$ cat config.mk
export PLATFORM = sky130hd
export DESIGN_NAME = conv_sequencer
export DESIGN_NICKNAME = d
export VERILOG_FILES = /design/src/rtl/conv_sequencer_pkg.sv /design/src/rtl/conv_tap_delay.sv /design/src/rtl/conv_sequencer.sv
export SDC_FILE = /design/constraint.sdc
export NUM_CORES = 2
export LEC_CHECK = 0
export ABC_CLOCK_PERIOD_IN_PS = 10550
export CAP_MARGIN = 20
export CELL_PAD_IN_SITES_DETAIL_PLACEMENT = 0
export CELL_PAD_IN_SITES_GLOBAL_PLACEMENT = 1
export CORE_UTILIZATION = 42
export CTS_CLUSTER_SIZE = 25
export DETAILED_ROUTE_END_ITERATION = 10
export GPL_ROUTABILITY_DRIVEN = 1
export PLACE_DENSITY_LB_ADDON = 0.1
export SLEW_MARGIN = 20
export SYNTH_ARGS = -nofsm -noshare
export SYNTH_HDL_FRONTEND = slang
export SYNTH_SLANG_ARGS = --single-unit
$ cat constraint.sdc
create_clock -name s00_axis_aclk -period 10.55 [get_ports s00_axis_aclk]
set_clock_uncertainty 0.1 [all_clocks]
set_input_delay 1.5825 -clock s00_axis_aclk [delete_from_list [all_inputs] [get_ports s00_axis_aclk]]
set_output_delay 1.5825 -clock s00_axis_aclk [all_outputs]
set_load 0.03 [all_outputs]
$ cat src/rtl/conv_sequencer_pkg.sv
// Shared definitions for the convolution sequencer: FSM state encoding,
// SRAM port indices used by the SRAM controller, and small helpers.
package conv_sequencer_pkg;

  // Sequencer FSM states
  typedef enum logic [2:0] {
    IDLE     = 3'd0,
    CHECK    = 3'd1,
    RUN      = 3'd2,
    DRAIN    = 3'd3,
    WAIT_RES = 3'd4,
    DONE     = 3'd5
  } seq_state_e;

  // SRAM controller port indices (image operand, kernel operand, results)
  localparam int unsigned SRAM_GEMM0 = 0;
  localparam int unsigned SRAM_GEMM1 = 1;
  localparam int unsigned SRAM_ELEM  = 2;

  // Saturating 32-bit increment for the performance counters
  function automatic logic [31:0] sat_inc32(input logic [31:0] v);
    return (v == 32'hFFFF_FFFF) ? v : v + 32'd1;
  endfunction

endpackage

$ cat src/rtl/conv_tap_delay.sv
// Aligns the issue-cycle tap strobe, tap index and last-tap flag with SRAM
// read data by delaying them LAT cycles. LAT=0 is a plain pass-through.
module conv_tap_delay #(
  parameter int LAT   = 1,
  parameter int IDX_W = 6
) (
  input  logic             clk,
  input  logic             rst_n,
  input  logic             in_valid,
  input  logic [IDX_W-1:0] in_idx,
  input  logic             in_last,
  output logic             out_valid,
  output logic [IDX_W-1:0] out_idx,
  output logic             out_last
);

  typedef struct packed {
    logic             vld;
    logic [IDX_W-1:0] idx;
    logic             last;
  } tap_t;

  generate
    if (LAT == 0) begin : g_bypass
      assign out_valid = in_valid;
      assign out_idx   = in_idx;
      assign out_last  = in_last;
    end else begin : g_pipe
      tap_t pipe_q [LAT];
      tap_t pipe_d [LAT];

      // Next value of each stage: stage 0 takes the issue-cycle tap, the rest shift
      always_comb begin
        pipe_d[0] = '{vld: in_valid, idx: in_idx, last: in_last};
        for (int i = 1; i < LAT; i++) pipe_d[i] = pipe_q[i-1];
      end

      // Shift register with synchronous clear
      always_ff @(posedge clk) begin
        if (!rst_n) begin
          for (int i = 0; i < LAT; i++) pipe_q[i] <= '0;
        end else begin
          for (int i = 0; i < LAT; i++) pipe_q[i] <= pipe_d[i];
        end
      end

      assign out_valid = pipe_q[LAT-1].vld;
      assign out_idx   = pipe_q[LAT-1].idx;
      assign out_last  = pipe_q[LAT-1].last;
    end
  endgenerate

endmodule

$ cat src/rtl/conv_sequencer.sv
// Convolution control sequencer. Latches image/kernel dimensions on start,
// validates them, walks the sliding window issuing one image-tap and one
// kernel-tap read per unstalled cycle, counts MAC results into the ELEM
// write port and pulses done.
// Optional: define CONV_SEQ_PERF_EN to add stall/run cycle counters.
module conv_sequencer
  import conv_sequencer_pkg::*;
#(
  parameter int ADDR_WIDTH  = 13,
  parameter int MAX_MACS    = 64,
  parameter int SRAM_RD_LAT = 1
) (
  input  logic                           s00_axis_aclk,
  input  logic                           s00_axis_aresetn,
  input  logic                           start,
  input  logic [ADDR_WIDTH-1:0]          img_row,
  input  logic [ADDR_WIDTH-1:0]          img_col,
  input  logic [ADDR_WIDTH-1:0]          ker_row,
  input  logic [ADDR_WIDTH-1:0]          ker_col,
  input  logic                           stall,
  input  logic                           mac_valid_out,
  output logic                           img_rd_en,
  output logic [ADDR_WIDTH-1:0]          img_rd_addr,
  output logic                           ker_rd_en,
  output logic [ADDR_WIDTH-1:0]          ker_rd_addr,
  output logic                           tap_valid,
  output logic [$clog2(MAX_MACS)-1:0]    tap_idx,
  output logic                           window_last,
  output logic [$clog2(MAX_MACS+1)-1:0]  num_macs,
  output logic                           res_wr_en,
  output logic [ADDR_WIDTH-1:0]          res_wr_addr,
  output logic [ADDR_WIDTH-1:0]          out_size,
`ifdef CONV_SEQ_PERF_EN
  output logic [31:0]                    perf_stall_cycles,
  output logic [31:0]                    perf_run_cycles,
`endif
  output logic                           busy,
  output logic                           done,
  output logic                           cfg_err
);

  localparam int AW    = ADDR_WIDTH;
  localparam int IDX_W = $clog2(MAX_MACS);
  localparam int NM_W  = $clog2(MAX_MACS+1);
  localparam int DR_W  = (SRAM_RD_LAT > 0) ? $clog2(SRAM_RD_LAT+1) : 1;
  localparam logic [2*AW-1:0] MAX_MACS_W = (2*AW)'(MAX_MACS);

  seq_state_e        state_q, state_d;
  logic [AW-1:0]     img_row_q, img_row_d, img_col_q, img_col_d;
  logic [AW-1:0]     ker_row_q, ker_row_d, ker_col_q, ker_col_d;
  logic [AW-1:0]     out_row_q, out_row_d, out_col_q, out_col_d;
  logic [AW-1:0]     conv_row_q, conv_row_d, conv_col_q, conv_col_d;
  logic [AW-1:0]     kr_q, kr_d, kc_q, kc_d;
  logic [IDX_W-1:0]  tap_q, tap_d;
  logic [AW-1:0]     res_cnt_q, res_cnt_d;
  logic [AW-1:0]     out_size_q, out_size_d;
  logic [NM_W-1:0]   num_macs_q, num_macs_d;
  logic [DR_W-1:0]   drain_q, drain_d;
  logic              busy_q, busy_d, done_q, done_d, cfg_err_q, cfg_err_d;

  // Dimension checks, evaluated on the latched values during CHECK
  logic [AW-1:0]     out_row_c, out_col_c;
  logic [2*AW-1:0]   ker_prod, out_prod;
  logic              cfg_bad;

  assign out_row_c = img_row_q - ker_row_q + AW'(1);
  assign out_col_c = img_col_q - ker_col_q + AW'(1);
  assign ker_prod  = (2*AW)'(ker_row_q) * (2*AW)'(ker_col_q);
  assign out_prod  = (2*AW)'(out_row_c) * (2*AW)'(out_col_c);
  assign cfg_bad   = (ker_row_q == '0) || (ker_col_q == '0) ||
                     (ker_row_q > img_row_q) || (ker_col_q > img_col_q) ||
                     (ker_prod > MAX_MACS_W) || (out_prod[2*AW-1:AW] != '0);

  // Window walk control
  logic          issue, last_tap, last_col, last_row, res_accept;
  logic [AW-1:0] img_addr;

  assign issue    = (state_q == RUN) && !stall;
  assign last_tap = (kc_q == ker_col_q - AW'(1)) && (kr_q == ker_row_q - AW'(1));
  assign last_col = (conv_col_q == out_col_q - AW'(1));
  assign last_row = (conv_row_q == out_row_q - AW'(1));
  // Computed at ADDR_WIDTH so the address wraps exactly like the SRAM port
  assign img_addr = (conv_row_q + kr_q) * img_col_q + conv_col_q + kc_q;

  // Results past out_size are dropped; nothing is counted outside the run
  assign res_accept = mac_valid_out &&
                      (state_q inside {RUN, DRAIN, WAIT_RES}) &&
                      (res_cnt_q < out_size_q);

  // Next-state, counter and status computation
  always_comb begin
    state_d    = state_q;
    img_row_d  = img_row_q;
    img_col_d  = img_col_q;
    ker_row_d  = ker_row_q;
    ker_col_d  = ker_col_q;
    out_row_d  = out_row_q;
    out_col_d  = out_col_q;
    conv_row_d = conv_row_q;
    conv_col_d = conv_col_q;
    kr_d       = kr_q;
    kc_d       = kc_q;
    tap_d      = tap_q;
    res_cnt_d  = res_cnt_q;
    out_size_d = out_size_q;
    num_macs_d = num_macs_q;
    drain_d    = drain_q;

    if (res_accept) res_cnt_d = res_cnt_q + AW'(1);

    case (state_q)
      IDLE: begin
        if (start) begin
          img_row_d = img_row;
          img_col_d = img_col;
          ker_row_d = ker_row;
          ker_col_d = ker_col;
          res_cnt_d = '0;
          state_d   = CHECK;
        end
      end
      CHECK: begin
        if (cfg_bad) begin
          state_d = IDLE;
        end else begin
          out_row_d  = out_row_c;
          out_col_d  = out_col_c;
          out_size_d = out_prod[AW-1:0];
          num_macs_d = ker_prod[NM_W-1:0];
          conv_row_d = '0;
          conv_col_d = '0;
          kr_d       = '0;
          kc_d       = '0;
          tap_d      = '0;
          res_cnt_d  = '0;
          state_d    = RUN;
        end
      end
      RUN: begin
        if (issue) begin
          if (last_tap) begin
            kc_d  = '0;
            kr_d  = '0;
            tap_d = '0;
            if (last_col) begin
              conv_col_d = '0;
              if (last_row) begin
                conv_row_d = '0;
                drain_d    = '0;
                state_d    = (SRAM_RD_LAT == 0) ? WAIT_RES : DRAIN;
              end else begin
                conv_row_d = conv_row_q + AW'(1);
              end
            end else begin
              conv_col_d = conv_col_q + AW'(1);
            end
          end else begin
            tap_d = tap_q + IDX_W'(1);
            if (kc_q == ker_col_q - AW'(1)) begin
              kc_d = '0;
              kr_d = kr_q + AW'(1);
            end else begin
              kc_d = kc_q + AW'(1);
            end
          end
        end
      end
      DRAIN: begin
        // Let the reads still in the SRAM pipe emerge before waiting on results
        if (drain_q == DR_W'(SRAM_RD_LAT - 1)) state_d = WAIT_RES;
        else                                   drain_d = drain_q + DR_W'(1);
      end
      WAIT_RES: begin
        if ((res_cnt_q == out_size_q) ||
            (res_accept && (res_cnt_q + AW'(1) == out_size_q)))
          state_d = DONE;
      end
      DONE:    state_d = IDLE;
      default: state_d = IDLE;
    endcase

    busy_d    = (state_d != IDLE);
    done_d    = (state_d == DONE);
    cfg_err_d = (state_q == CHECK) && cfg_bad;
  end

  // State and datapath registers with synchronous active-low reset
  always_ff @(posedge s00_axis_aclk) begin
    if (!s00_axis_aresetn) begin
      state_q    <= IDLE;
      img_row_q  <= '0;
      img_col_q  <= '0;
      ker_row_q  <= '0;
      ker_col_q  <= '0;
      out_row_q  <= '0;
      out_col_q  <= '0;
      conv_row_q <= '0;
      conv_col_q <= '0;
      kr_q       <= '0;
      kc_q       <= '0;
      tap_q      <= '0;
      res_cnt_q  <= '0;
      out_size_q <= '0;
      num_macs_q <= '0;
      drain_q    <= '0;
      busy_q     <= 1'b0;
      done_q     <= 1'b0;
      cfg_err_q  <= 1'b0;
    end else begin
      state_q    <= state_d;
      img_row_q  <= img_row_d;
      img_col_q  <= img_col_d;
      ker_row_q  <= ker_row_d;
      ker_col_q  <= ker_col_d;
      out_row_q  <= out_row_d;
      out_col_q  <= out_col_d;
      conv_row_q <= conv_row_d;
      conv_col_q <= conv_col_d;
      kr_q       <= kr_d;
      kc_q       <= kc_d;
      tap_q      <= tap_d;
      res_cnt_q  <= res_cnt_d;
      out_size_q <= out_size_d;
      num_macs_q <= num_macs_d;
      drain_q    <= drain_d;
      busy_q     <= busy_d;
      done_q     <= done_d;
      cfg_err_q  <= cfg_err_d;
    end
  end

  // Tap strobes follow the read data out of the SRAM
  conv_tap_delay #(
    .LAT   (SRAM_RD_LAT),
    .IDX_W (IDX_W)
  ) u_tap_delay (
    .clk       (s00_axis_aclk),
    .rst_n     (s00_axis_aresetn),
    .in_valid  (issue),
    .in_idx    (issue ? tap_q : '0),
    .in_last   (issue && last_tap),
    .out_valid (tap_valid),
    .out_idx   (tap_idx),
    .out_last  (window_last)
  );

  // Read ports: addresses stay on the held tap while stalled, zero outside RUN
  assign img_rd_en   = issue;
  assign ker_rd_en   = issue;
  assign img_rd_addr = (state_q == RUN) ? img_addr : '0;
  assign ker_rd_addr = (state_q == RUN) ? AW'(tap_q) : '0;

  assign res_wr_en   = res_accept;
  assign res_wr_addr = res_cnt_q;
  assign out_size    = out_size_q;
  assign num_macs    = num_macs_q;
  assign busy        = busy_q;
  assign done        = done_q;
  assign cfg_err     = cfg_err_q;

`ifdef CONV_SEQ_PERF_EN
  logic [31:0] perf_stall_q, perf_stall_d, perf_run_q, perf_run_d;

  // Stall and active-cycle counters, cleared on an accepted start
  always_comb begin
    perf_stall_d = perf_stall_q;
    perf_run_d   = perf_run_q;
    if (state_q == IDLE && start) begin
      perf_stall_d = '0;
      perf_run_d   = '0;
    end else begin
      if (state_q == RUN && stall) perf_stall_d = sat_inc32(perf_stall_q);
      if (state_q inside {RUN, DRAIN, WAIT_RES}) perf_run_d = sat_inc32(perf_run_q);
    end
  end

  // Performance counter registers
  always_ff @(posedge s00_axis_aclk) begin
    if (!s00_axis_aresetn) begin
      perf_stall_q <= '0;
      perf_run_q   <= '0;
    end else begin
      perf_stall_q <= perf_stall_d;
      perf_run_q   <= perf_run_d;
    end
  end

  assign perf_stall_cycles = perf_stall_q;
  assign perf_run_cycles   = perf_run_q;
`endif

endmodule

==> impl_metrics.json <==
{
  "status": "finished, final reports clean",
  "drc": 0,
  "setup_viol": 0,
  "ios": 130,
  "path_common_cell": "xnor2_1",
  "gp_congestion": 0.961,
  "row_count": 91,
  "required_ns": 8.87,
  "io_buffers": 122,
  "ys_seq_area_frac": 0.138,
  "htree_num_levels": 4,
  "slew_violations": 0,
  "wl_per_cell_um": 20.4,
  "dr_total_vias": 23200,
  "cts_buffers": 17,
  "drt-initial-drc-count": 1574,
  "worstSetupPathType": "reg2out",
  "overflow": 0,
  "timing.slew.headroom": 0.270,
  "fill_cells": 6197,
  "place_hpwl_um": 71800,
  "cts_sinks": 183,
  "regArea_mm2": 0.00367,
  "synth-edff-count": 0,
  "antenna_cells": 0,
  "crit_path_top_delay_cell": "fa_1",
  "cap_violations": 0,
  "cts_tree": "done",
  "cp_max_fo": 7,
  "ys_async_sr_fraction": 0,
  "fin_worst_hold_slack_ns": 0.367,
  "fin_nets": 4084,
  "grt_pass1_vias": 23100,
  "grt_max_degree": 94,
  "worstSkewPairLatency_ns": 0.51,
  "hold_path_class": "reg2reg",
  "yosys_warnings": 0,
  "syn_area_mm2": 0.0266,
  "synth_area_leaders": "fa_1, dfxtp_1, ha_1",
  "grt_pass1_wl_um": 136000,
  "drtPass1Iterations": 5,
  "cts.clk_slew.worst_paths_ns": 0.09,
  "clock_path_buffers": 2,
  "ys_ff_latch": 183,
  "die_h_um": 254,
  "die-width_um": 254,
  "tightest_slew_ns": 1.09,
  "final_hold_viol_count": 0,
  "start_kind": "flop",
  "start_util": 0.428,
  "arrival_ns": 8.45,
  "cp_slowest_stage_delay_ns": 0.53,
  "synth_top_cell_area_share": 0.237,
  "worst_setup_path_end_kind": "primary output",
  "antenna_left": 0,
  "coreArea_mm2": 0.0622,
  "synth_area_per_cell_um2": 8.01,
  "multi_input_area_mm2": 0.0205,
  "fmax_mhz": 98.7,
  "via_per_inst": 5.41,
  "min_period_ns": 10.14,
  "layout-drive-gt1-share": 0.0538,
  "grt_usage": 0.280,
  "die-area_mm2": 0.0643,
  "synth_flop_cell": "dfxtp_1",
  "area_growth_pct": 11.7,
  "finalCritPeriodShare": 0.961,
  "root_buffer": "clkbuf_16",
  "wirelength_um": 87400,
  "yosysUniqueCellTypes": 82,
  "syn_inst": 3320,
  "antenna_found_initial": 1,
  "hold_buffers": 0,
  "yosysTopAreaCell": "fa_1"
}
state kept, by name, summed over array words and instances (netlist names):
register / count
kc_q: 13
state_q: 3
img_row_q: 13
conv_col_q: 13
tap_q: 6
kr_q: 13
done: 1
busy: 1
out_size: 13
conv_row_q: 13
u_tap_delay.g_pipe.pipe_q: 8
res_wr_addr: 13
img_col_q: 13
out_col_q: 13
ker_row_q: 13
ker_col_q: 13
out_row_q: 13
num_macs: 7
cfg_err: 1
worst paths after layout:
| path | start | end | slack (ns) | cells after the start |
|---|---|---|---|---|
| max | kr_q[2] | img_rd_addr[12] | 0.41 | 31 |
| min | img_row_q[12] | img_row_q[12] | 0.37 | 2 |
| max reg2reg | img_row_q[1] | out_size[7] | 0.57 | 32 |
| min reg2reg | img_row_q[12] | img_row_q[12] | 0.37 | 2 |
per-layer routing:
layer	GRT usage	share of wire
met4	0.0978	0.033
met3	0.0314	0.047
met1	0.376	0.44
met5	0	0
met2	0.463	0.48
cells in the final DEF (no fill, tap or decap), types with 12 or more instances in the layout:
cell type	instances
or4_1	16
inv_1	508
or3_1	15
nand3_1	54
o21a_1	15
buf_4	101
and2_1	66
ha_1	285
xnor2_1	140
a21oi_1	197
nand2b_1	24
a21o_1	25
o31ai_1	14
a211oi_1	19
clkbuf_16	17
fa_1	315
nand2_1	420
nor2b_1	16
o21bai_1	15
dfxtp_1	181
nor3b_1	12
o21ai_0	89
nor4_1	23
and3_1	37
nor3_1	51
clkdlybuf4s50_1	121
nor2_1	342
o211ai_1	18
nand4_1	25
xor2_1	69
mux2i_1	34
critical path, delay by kind of cell, from the launching register on:
family / cells / cell delay (ns)
simple gates: 3 / 0.50
buf+inv: 5 / 0.57
xor+xnor: 10 / 1.92
compound gates: 6 / 1.27
flops: 1 / 0.47
fa+ha+maj: 7 / 3.23
synthesized netlist by cell type (16+ instances only):
library cell and n:
nand2b_1 24, inv_1 508, nor4_1 23, a211oi_1 20
xor2_1 69, or4_1 16, a21o_1 25, o21ai_0 89
nand4_1 25, nor3_1 51, a21oi_1 198, nand3_1 54
fa_1 315, dfxtp_1 183, xnor2_1 140, ha_1 285
mux2i_1 34, and2_1 66, and3_1 38, o211ai_1 18
nor2_1 342, clkbuf_1 119, nor2b_1 16, nand2_1 420
final cells by class:
type | count | area share
Clock inverter | 14 | 0.00619
Clock buffer | 18 | 0.0145
Tap cell | 837 | 0.0353
Sequential cell | 183 | 0.123
Multi-Input combinational cell | 2488 | 0.689
Inverter | 514 | 0.0651
Timing Repair Buffer | 223 | 0.0665
logic make-up (layout without fill, tap and decap cells):
logic type	Yosys count	count (layout)	share of synthesized area
and+or+nand+nor	1147	1147	0.198
AOI/OAI and AO/OA	489	489	0.115
xor gates and xnor gates	211	211	0.0706
other	1	7	0.000141
adders and majority gates	600	600	0.371
buffers and inverters	655	769	0.0941
muxes	34	34	0.0128
DFF	183	183	0.138
repair_timing:
action                     CTS  global route
buffers inserted             0             0
gates resized for setup      1             8
setup endpoints to repair    1             3
through the flow:
stage,instance area (µm²),cells,setup slack [ns],utilization,setup TNS (ns)
finish,29700,4277,0.413,0.478,0
global route,29700,4277,-0.0105,0.478,-0.0105
CTS,29700,4277,0.101,0.477,0
detailed placement,29100,4245,0.423,0.468,0
global placement,29100,4245,0.468,0.468,0
floorplan,26600,3326,0.790,-,0
Power is not shown: default switching activity piles up to over one toggle a cycle in this logic, so the estimate is an artifact.
